--- config.mk ---
export PLATFORM = sky130hd
export DESIGN_NAME = cipher_channel_arbiter
export DESIGN_NICKNAME = d
export VERILOG_FILES = /design/src/rtl/cipher_arb_pkg.sv /design/src/rtl/rr_arbiter2.sv /design/src/rtl/cipher_channel_arbiter.sv
export SDC_FILE = /design/constraint.sdc
export NUM_CORES = 1
export LEC_CHECK = 0
export ABC_AREA = 1
export BUFFER_PORTS_ARGS = -buffer_cell sky130_fd_sc_hd__clkbuf_2
export CORE_MARGIN = 2
export CORE_UTILIZATION = 30
export DETAILED_ROUTE_END_ITERATION = 8
export PLACE_DENSITY = 0.59
export SYNTH_ARGS = -nofsm -noshare
export SYNTH_HDL_FRONTEND = slang
export SYNTH_SLANG_ARGS = --single-unit
--- constraint.sdc ---
create_clock -name clk -period 8.55 [get_ports clk]
set_input_delay 1.2825 -clock clk [delete_from_list [all_inputs] [get_ports clk]]
set_output_delay 1.2825 -clock clk [all_outputs]
set_load 0.1 [all_outputs]
--- src/rtl/cipher_arb_pkg.sv ---
// Shared state encoding, letter-range constants and timeout default
// for the two-channel cipher arbiter.
package cipher_arb_pkg;

  typedef enum logic [1:0] {
    IDLE  = 2'd0,
    ISSUE = 2'd1,
    WAIT  = 2'd2
  } arb_state_t;

  localparam logic [7:0] UPPER_LO = 8'h41;
  localparam logic [7:0] UPPER_HI = 8'h5A;
  localparam logic [7:0] LOWER_LO = 8'h61;
  localparam logic [7:0] LOWER_HI = 8'h7A;

  localparam int DEFAULT_TIMEOUT_CYCLES = 15;

  function automatic logic is_letter(input logic [7:0] c);
    return ((c >= UPPER_LO) && (c <= UPPER_HI)) ||
           ((c >= LOWER_LO) && (c <= LOWER_HI));
  endfunction

endpackage

--- src/rtl/rr_arbiter2.sv ---
// Two-requester round-robin arbiter: the last accepted requester drops
// to lowest priority; requester 0 leads after reset.
module rr_arbiter2 (
  input  logic       clk,
  input  logic       rst,
  input  logic [1:0] req,
  input  logic       accept,
  output logic [1:0] grant
);

  logic prio_r;

  // One-hot grant, priority index first, then the other requester
  always_comb begin
    grant = 2'b00;
    if (req[prio_r]) begin
      grant[prio_r] = 1'b1;
    end else if (req[~prio_r]) begin
      grant[~prio_r] = 1'b1;
    end else begin
      grant = 2'b00;
    end
  end

  // Priority pointer moves away from the channel just accepted
  always_ff @(posedge clk or posedge rst) begin
    if (rst) begin
      prio_r <= 1'b0;
    end else if (accept) begin
      prio_r <= grant[0];
    end else begin
      prio_r <= prio_r;
    end
  end

endmodule

--- src/rtl/cipher_channel_arbiter.sv ---
// Shares one stream-cipher core between two channels, one request in
// flight; non-letters bypass the core straight into the output buffer.
module cipher_channel_arbiter
  import cipher_arb_pkg::*;
#(
  parameter int TIMEOUT_CYCLES = DEFAULT_TIMEOUT_CYCLES
) (
  input  logic        clk,
  input  logic        rst,
  input  logic        ch0_in_valid,
  input  logic [7:0]  ch0_in_char,
  input  logic [7:0]  ch0_key,
  output logic        ch0_in_ready,
  output logic        ch0_out_valid,
  output logic [7:0]  ch0_out_char,
  input  logic        ch0_out_ready,
  input  logic        ch1_in_valid,
  input  logic [7:0]  ch1_in_char,
  input  logic [7:0]  ch1_key,
  output logic        ch1_in_ready,
  output logic        ch1_out_valid,
  output logic [7:0]  ch1_out_char,
  input  logic        ch1_out_ready,
  output logic        core_din_valid,
  output logic [7:0]  core_key,
  output logic [7:0]  core_char_in,
  input  logic [7:0]  core_char_out,
  input  logic        core_dout_ready,
  output logic        err_timeout,
  output logic [15:0] ch0_count,
  output logic [15:0] ch1_count
);

  localparam int CNT_W = (TIMEOUT_CYCLES > 1) ? $clog2(TIMEOUT_CYCLES) : 1;
  localparam logic [CNT_W-1:0] CNT_LAST = CNT_W'(TIMEOUT_CYCLES - 1);

  arb_state_t        state_r, state_nxt_s;
  logic [1:0]        in_valid_s, out_ready_s, req_s, grant_s, wr_en_s, handshake_s;
  logic [1:0]        buf_full_r;
  logic [1:0][7:0]   buf_data_r;
  logic [1:0][15:0]  count_r;
  logic              accept_s, acc_chan_s, acc_letter_s, capture_s, timeout_hit_s;
  logic [7:0]        acc_char_s, acc_key_s, wr_data_s;
  logic              chan_r, core_din_valid_r, err_timeout_r;
  logic [7:0]        core_key_r, core_char_r;
  logic [CNT_W-1:0]  wait_cnt_r;

  assign in_valid_s  = {ch1_in_valid, ch0_in_valid};
  assign out_ready_s = {ch1_out_ready, ch0_out_ready};
  // Full buffers are never granted, and nothing is offered while in reset
  assign req_s       = in_valid_s & ~buf_full_r & {2{(state_r == IDLE) && !rst}};

  rr_arbiter2 u_rr (
    .clk    (clk),
    .rst    (rst),
    .req    (req_s),
    .accept (accept_s),
    .grant  (grant_s)
  );

  assign accept_s      = |grant_s;
  assign acc_chan_s    = grant_s[1];
  assign acc_char_s    = acc_chan_s ? ch1_in_char : ch0_in_char;
  assign acc_key_s     = acc_chan_s ? ch1_key : ch0_key;
  assign acc_letter_s  = is_letter(acc_char_s);
  assign capture_s     = (state_r == WAIT) && core_dout_ready;
  assign timeout_hit_s = (state_r == WAIT) && !core_dout_ready && (wait_cnt_r == CNT_LAST);
  assign handshake_s   = buf_full_r & out_ready_s;

  // Next-state logic
  always_comb begin
    state_nxt_s = state_r;
    case (state_r)
      IDLE: begin
        if (accept_s && acc_letter_s) state_nxt_s = ISSUE;
        else                          state_nxt_s = IDLE;
      end
      ISSUE: state_nxt_s = WAIT;
      WAIT: begin
        if (capture_s || timeout_hit_s) state_nxt_s = IDLE;
        else                            state_nxt_s = WAIT;
      end
      default: state_nxt_s = IDLE;
    endcase
  end

  // State register
  always_ff @(posedge clk or posedge rst) begin
    if (rst) state_r <= IDLE;
    else     state_r <= state_nxt_s;
  end

  // Output-buffer write select: core result in WAIT, raw char on bypass
  always_comb begin
    wr_en_s   = 2'b00;
    wr_data_s = acc_char_s;
    if (capture_s) begin
      wr_en_s[chan_r] = 1'b1;
      wr_data_s       = core_char_out;
    end else if (accept_s && !acc_letter_s) begin
      wr_en_s = grant_s;
    end else begin
      wr_en_s = 2'b00;
    end
  end

  // Core request registers, WAIT counter and sticky timeout flag
  always_ff @(posedge clk or posedge rst) begin
    if (rst) begin
      core_din_valid_r <= 1'b0;
      core_key_r       <= 8'h00;
      core_char_r      <= 8'h00;
      chan_r           <= 1'b0;
      wait_cnt_r       <= '0;
      err_timeout_r    <= 1'b0;
    end else begin
      core_din_valid_r <= 1'b0;
      if ((state_r == IDLE) && accept_s && acc_letter_s) begin
        core_din_valid_r <= 1'b1;
        core_key_r       <= acc_key_s;
        core_char_r      <= acc_char_s;
        chan_r           <= acc_chan_s;
      end
      if (state_r == WAIT) wait_cnt_r <= wait_cnt_r + CNT_W'(1);
      else                 wait_cnt_r <= '0;
      if (timeout_hit_s) err_timeout_r <= 1'b1;
    end
  end

  // One-entry output buffers and delivered-result counters
  always_ff @(posedge clk or posedge rst) begin
    if (rst) begin
      buf_full_r <= 2'b00;
      buf_data_r <= '0;
      count_r    <= '0;
    end else begin
      for (int n = 0; n < 2; n++) begin
        if (wr_en_s[n]) begin
          buf_full_r[n] <= 1'b1;
          buf_data_r[n] <= wr_data_s;
        end else if (handshake_s[n]) begin
          buf_full_r[n] <= 1'b0;
        end
        if (handshake_s[n]) count_r[n] <= count_r[n] + 16'd1;
      end
    end
  end

  assign ch0_in_ready   = grant_s[0];
  assign ch1_in_ready   = grant_s[1];
  assign ch0_out_valid  = buf_full_r[0];
  assign ch1_out_valid  = buf_full_r[1];
  assign ch0_out_char   = buf_data_r[0];
  assign ch1_out_char   = buf_data_r[1];
  assign ch0_count      = count_r[0];
  assign ch1_count      = count_r[1];
  assign core_din_valid = core_din_valid_r;
  assign core_key       = core_key_r;
  assign core_char_in   = core_char_r;
  assign err_timeout    = err_timeout_r;

endmodule
==> out/results.txt, run 1 <==
register bit count reported by yosys: 76
Layout Utilization: 39.7%
RSZ-0062 raised after global routing: no
CTS resizes: 0
Hold Crit Depth: 2
data required time at the worst endpoint: 7.27 ns
VDD IR max: 202 uV
P_leak: 2.62 nW
Synth Area in Simple Gates: 28.1%
Critical-path top delay cell: clkbuf_2
R2R Path End: ch1_out_char[3]
Hold WC Path Type: flop to flop
GRT Residual Overflow: 0
fin nets: 597
final setup margin: 4.66 ns
GPL Wtd Cong: 0.803
Syn Inst Count: 423
syn_area_per_cell: 8.56 um^2
clock-pin slew on the worst setup and hold paths: 0.05 ns
vias in the first global route: 3060
slowest stage delay, CP: 0.52 ns
DP Worst Slack: 4.65 ns
hold_buf cts: 0
most used cell, CP: clkbuf_2
worst slew pin tran: 1.01 ns
CP bufs+invs: 3
CP endpoint kind: output port
met2 routed WL: 4.10 mm
Placed Area: 4360 um^2
postcts setup bufs: 0
Area growth syn-to-layout: 30.7%
family with the most delay on the worst path: buffers and inverters
post-synthesis adder-cell area fraction: 1.38%
TritonCTS clock tree: done
Max Cap Violations: 0
H-Tree Depth: 3
Antenna diodes: 0
vias per cell: 4.47
clk_skew: 0.00613 ns
worst hold endpoint: err_timeout
Total GRT Usage: 15.3%
Final Hold Vio Count: 0
Clock Sinks: 76
sequential share of the synthesized area: 52.5%
post-layout min period: 3.89 ns
post-synthesis xor/xnor area fraction: 6.77%
layout cell share with drive strength beyond 1: 28.5%
crit-path cells: clkbuf_2 -> nor2_2 -> nand3_4 -> inv_2 -> clkbuf_2
Slew HR: 32.5%
DRT iter0 DRCs: 159
number of I/O pins: 117
Synth warnings: 0
Setup TNS: 0 ns
Avg WL per Cell: 13.2 um
largest family of logic cells by synthesized area: simple AND/OR/NAND/NOR gates
Pins Over Slew Limit: 0
count of cell types in the netlist: 30
WL met3: 464 um
core area: 11900 um^2
Critical Path AT: 2.61 ns
Die Area: 13000 um^2
initial antenna violation count: 0
antenna viol nets, final: 0
TritonRoute pass-1 iters: 4
RR Startpoint: buf_full_r[0]
final worst path period share: 45.5%
num rows: 40
Synth Cell Area: 3620 um^2
status: finished, final reports clean
FF-to-FF setup slack: 6.16 ns
Final HPWL DP: 6.89 mm
Startpoint Class: input port
post-synthesis mux area share: 0.933%
f_max: 0.257 GHz
R2R cell count: 12
first-pass GRT wire length: 15.3 mm
Setup-failing EPs final: 0
CTS Buf Count: 9
Die H: 114 um
Die Wd: 114 um
CTS root buf: clkbuf_16
pin count of the biggest net entering global routing: 77
WL met1: 4.48 mm
WL final: 9.24 mm
Top Metal Used: met4
Mapped Nets: 474
min-delay src: err_timeout
Vias: 3120
initial core utilization: 30.4%
clk buf depth: 2
Clock Latency Late Sink: 0.34 ns
PwrDens: 449 nW/um^2
port bufs: 116
crit-path max FO: 17
Residual DRC: 0
design area: 4730 um^2
CP Class: input port to output port
Synth Area in Compound Gates: 4.08%
[cell usage after synthesis, drive strengths merged]
cell	instances	area, um^2
nand2	142	558
dfrtp	76	1900
inv	50	188
nand3	38	220
nor2	32	146
o21ai	24	120
xnor2	15	131
xor2	13	114
nor3	8	40.0
nand4	5	31.3
buf	4	31.3
ha	4	50.1
mux2	3	33.8
clkbuf	2	7.51
o211ai	2	15.0
a21oi	1	5.00
nor3b	1	7.51
nor4	1	6.26
o21bai	1	7.51
or2	1	6.26
[layer usage]
metal  GRT usage (%)  vias up
met5               0        -
met4            7.56        0
met3            3.13       10
met1            20.7     1442
li1                -     1576
met2            23.4       92
[worst max-delay path by stage]
stage | startpoint | end | slack (ns) | cells after the start
5_1_grt | rst | ch1_in_ready | 4.55 | 5
6_report | rst | ch1_in_ready | 4.66 | 5
4_1_cts | rst | ch1_in_ready | 4.65 | 5
2_1_floorplan | rst | ch0_in_ready | 2.89 | 4
3_5_place_dp | rst | ch1_in_ready | 4.65 | 5
3_3_place_gp | rst | ch1_in_ready | 4.69 | 5
[per-stage QoR]
stage | power (mW) | cells | hold WS (ns)
6_report | 2.13 | 698 | 0.464
4_1_cts | 2.15 | 698 | 0.472
3_5_place_dp | 1.68 | 682 | 0.458
5_1_grt | 2.23 | 698 | 0.488
3_3_place_gp | 1.67 | 682 | 0.451
2_1_floorplan | 1.48 | 423 | 0.455
[power breakdown]
part | leakage (nW) | total, mW | internal, mW | switching, mW
Combinational | 1.46 | 1.12 | 0.161 | 0.962
Clock | 0.182 | 0.464 | 0.317 | 0.147
Sequential | 0.976 | 0.540 | 0.466 | 0.0739
[tightest hold or removal path: cells and delay by family (launching register included)]
kind	cells	cell delay, ns
and+or+nand+nor	1	0.05
DFF	1	0.34
buffers and inverters	1	0.05
[final cells by class]
class,instances,area (um^2)
Clock buffer,13,280
Clock inverter,3,90.1
Fill cell,1255,7180
Inverter,50,189
Multi-Input combinational cell,291,1490
Sequential cell,76,1900
Tap cell,147,184
Timing Repair Buffer,118,596
[cells by family after synthesis]
group                      Yosys count
AOI/OAI and AO/OA                   28
xor gates and xnor gates            28
adders and majority gates            4
buffers and inverters               56
DFF                                 76
muxes                                3
and+or+nand+nor                    228
[registers in the layout, indices dropped and copies added (netlist names), 2 cells and up]
name	flops
buf_full_r	2
ch0_count	16
ch0_out_char	8
ch1_count	16
ch1_out_char	8
core_char_in	8
core_key	8
state_r	2
wait_cnt_r	4
[layout by cell type (no fill, tap or decap), types with 2 or more instances in the layout]
cell type,Yosys,final
nand2_2,4,4
nand2_1,136,136
clkbuf_16,0,9
dfrtp_1,76,76
nand2_4,2,2
ha_1,4,4
clkbuf_2,0,116
buf_4,0,2
inv_1,46,45
o211ai_1,2,2
o21ai_0,23,23
mux2_2,3,3
nand3_1,35,35
nand3_4,2,2
inv_2,4,4
nor2_1,27,27
nand4_1,5,5
bufinv_16,0,3
nor3_1,8,8
clkbuf_8,0,4
nor2_2,4,4
xor2_1,13,13
xnor2_1,15,15
Note: power is estimated with default switching activity, not from simulation.
==> run 2, diff against run 1 <==
- PLACE_DENSITY: 0.59 -> 0.61
- clock period: 8.55 -> 3.4 ns (I/O delays scaled with it)
==> out/results.txt, run 2 (synthesis results as in run 1) <==
Die H: 114 um
Startpoint Class: flop
storage element area: 1900 um^2
Placed Area: 4370 um^2
WL final: 9.50 mm
vias per cell: 4.52
Setup TNS: 0 ns
slowest stage delay, CP: 0.52 ns
CP Class: flop to output port
clk buf depth: 2
postcts setup bufs: 0
Final Hold Vio Count: 0
hold_buf cts: 0
P_leak: 2.57 nW
core area: 11900 um^2
Critical Path AT: 2.03 ns
Die Wd: 114 um
VDD IR max: 581 uV
GRT Residual Overflow: 0
layout cell share with drive strength beyond 1: 28.5%
fillers: 1221
num rows: 40
Final HPWL DP: 7.21 mm
PwrDens: 1110 nW/um^2
clock-pin slew on the worst setup and hold paths: 0.06 ns
Area growth syn-to-layout: 29.2%
DRT iter0 DRCs: 224
initial core utilization: 30.4%
Residual DRC: 0
FF-to-FF setup slack: 1.05 ns
Vias: 3150
final worst path period share: 74.8%
CTS Buf Count: 9
Max Cap Violations: 0
crit-path cells: inv_2 -> nand2_1 -> nor2_2 -> nand3_4 -> inv_2 -> clkbuf_2
CP endpoint kind: output port
port bufs: 116
commonest non-fill, non-tap cell in the layout: nand2_1
design area: 4680 um^2
Layout Utilization: 39.3%
Clock Latency Late Sink: 0.33 ns
initial antenna violation count: 0
f_max: 0.393 GHz
pin count of the biggest net entering global routing: 77
clk_skew: 0.00609 ns
most used cell, CP: inv_2
Avg WL per Cell: 13.6 um
H-Tree Depth: 3
worst slew pin tran: 0.979 ns
Critical-path top delay cell: clkbuf_2
Slew HR: 34.8%
antenna viol nets, final: 0
TritonRoute pass-1 iters: 4
crit-path max FO: 17
Multi-input gate area: 1500 um^2
Pins Over Slew Limit: 0
fin nets: 596
TritonCTS clock tree: done
post-layout min period: 2.54 ns
Clock Sinks: 76
CTS resizes: 0
GPL Wtd Cong: 0.885
status: finished, final reports clean
data required time at the worst endpoint: 2.89 ns
first-pass GRT wire length: 15.1 mm
Die Area: 13000 um^2
Hold WC Path Type: input port to flop
CTS root buf: clkbuf_16
Antenna diodes: 0
RSZ-0062 raised after global routing: no
most frequent cells in the layout: nand2_1 (136), clkbuf_2 (116), dfrtp_1 (76)
vias in the first global route: 3032
Setup-failing EPs final: 0
number of I/O pins: 117
Total GRT Usage: 14.9%
==> run 2: changes by cell type in the layout (fill, tap and decap cells not counted) <==
cell | before | now
inv_6 | 0 | 2
clkinvlp_4 | 0 | 3
a21oi_4 | 0 | 1
buf_4 | 2 | 1
clkinv_2 | 1 | 0
bufinv_16 | 3 | 1
clkbuf_8 | 4 | 1
clkinv_4 | 0 | 1
a21oi_1 | 1 | 0
==> run 2: stage by stage <==
step           total power, mW  setup WS [ns]  hold slack, ns  std cells
6_report                  5.18          0.855           0.400        697
5_1_grt                   5.42          0.713           0.414        697
4_1_cts                   5.23          0.821           0.404        697
3_5_place_dp              4.24          0.894           0.456        681
3_3_place_gp              4.20           1.00           0.457        681
2_1_floorplan             3.73        0.00306           0.455        423
==> run 2: final cells by class <==
cell class | count | share of cell area, %
sequential | 76 | 40.6
multi-input combinational | 291 | 32.1
timing repair buffer | 117 | 12.6
clock buffer | 10 | 5.11
inverter | 50 | 4.09
tap | 147 | 3.93
clock inverter | 6 | 1.52
==> run 2: critical path: cells and delay by family, from the launching register on <==
family	cells	cell delay, ns
DFF	1	0.39
and+or+nand+nor	3	0.41
buffers and inverters	3	0.90
==> run 2: worst paths after layout <==
| check | startpoint | endpoint | cells after the start |
|---|---|---|---|
| hold / removal | ch0_out_ready | buf_full_r[0] | 2 |
| hold reg to reg | err_timeout | err_timeout | 2 |
| min in group asynchronous | rst | buf_full_r[1] | 3 |
| max in group asynchronous | rst | state_r[0] | 3 |
| setup reg to reg | buf_full_r[0] | ch0_out_char[6] | 12 |
| setup / recovery | state_r[0] | ch1_in_ready | 6 |
==> run 2: per-layer routing <==
layer	vias to the layer above	part of all wire (%)	GRT usage (%)
met4	0	0.94	4.72
met2	95	47	24.1
met5	-	0	0
met3	6	4.8	3.72
li1	1579	-	-
met1	1470	47	19.7
==> run 2: power by group <==
group          switching (mW)  internal, mW  total, mW
sequential              0.194          1.17       1.37
clock                   0.382         0.594      0.977
combinational            2.43         0.404       2.84
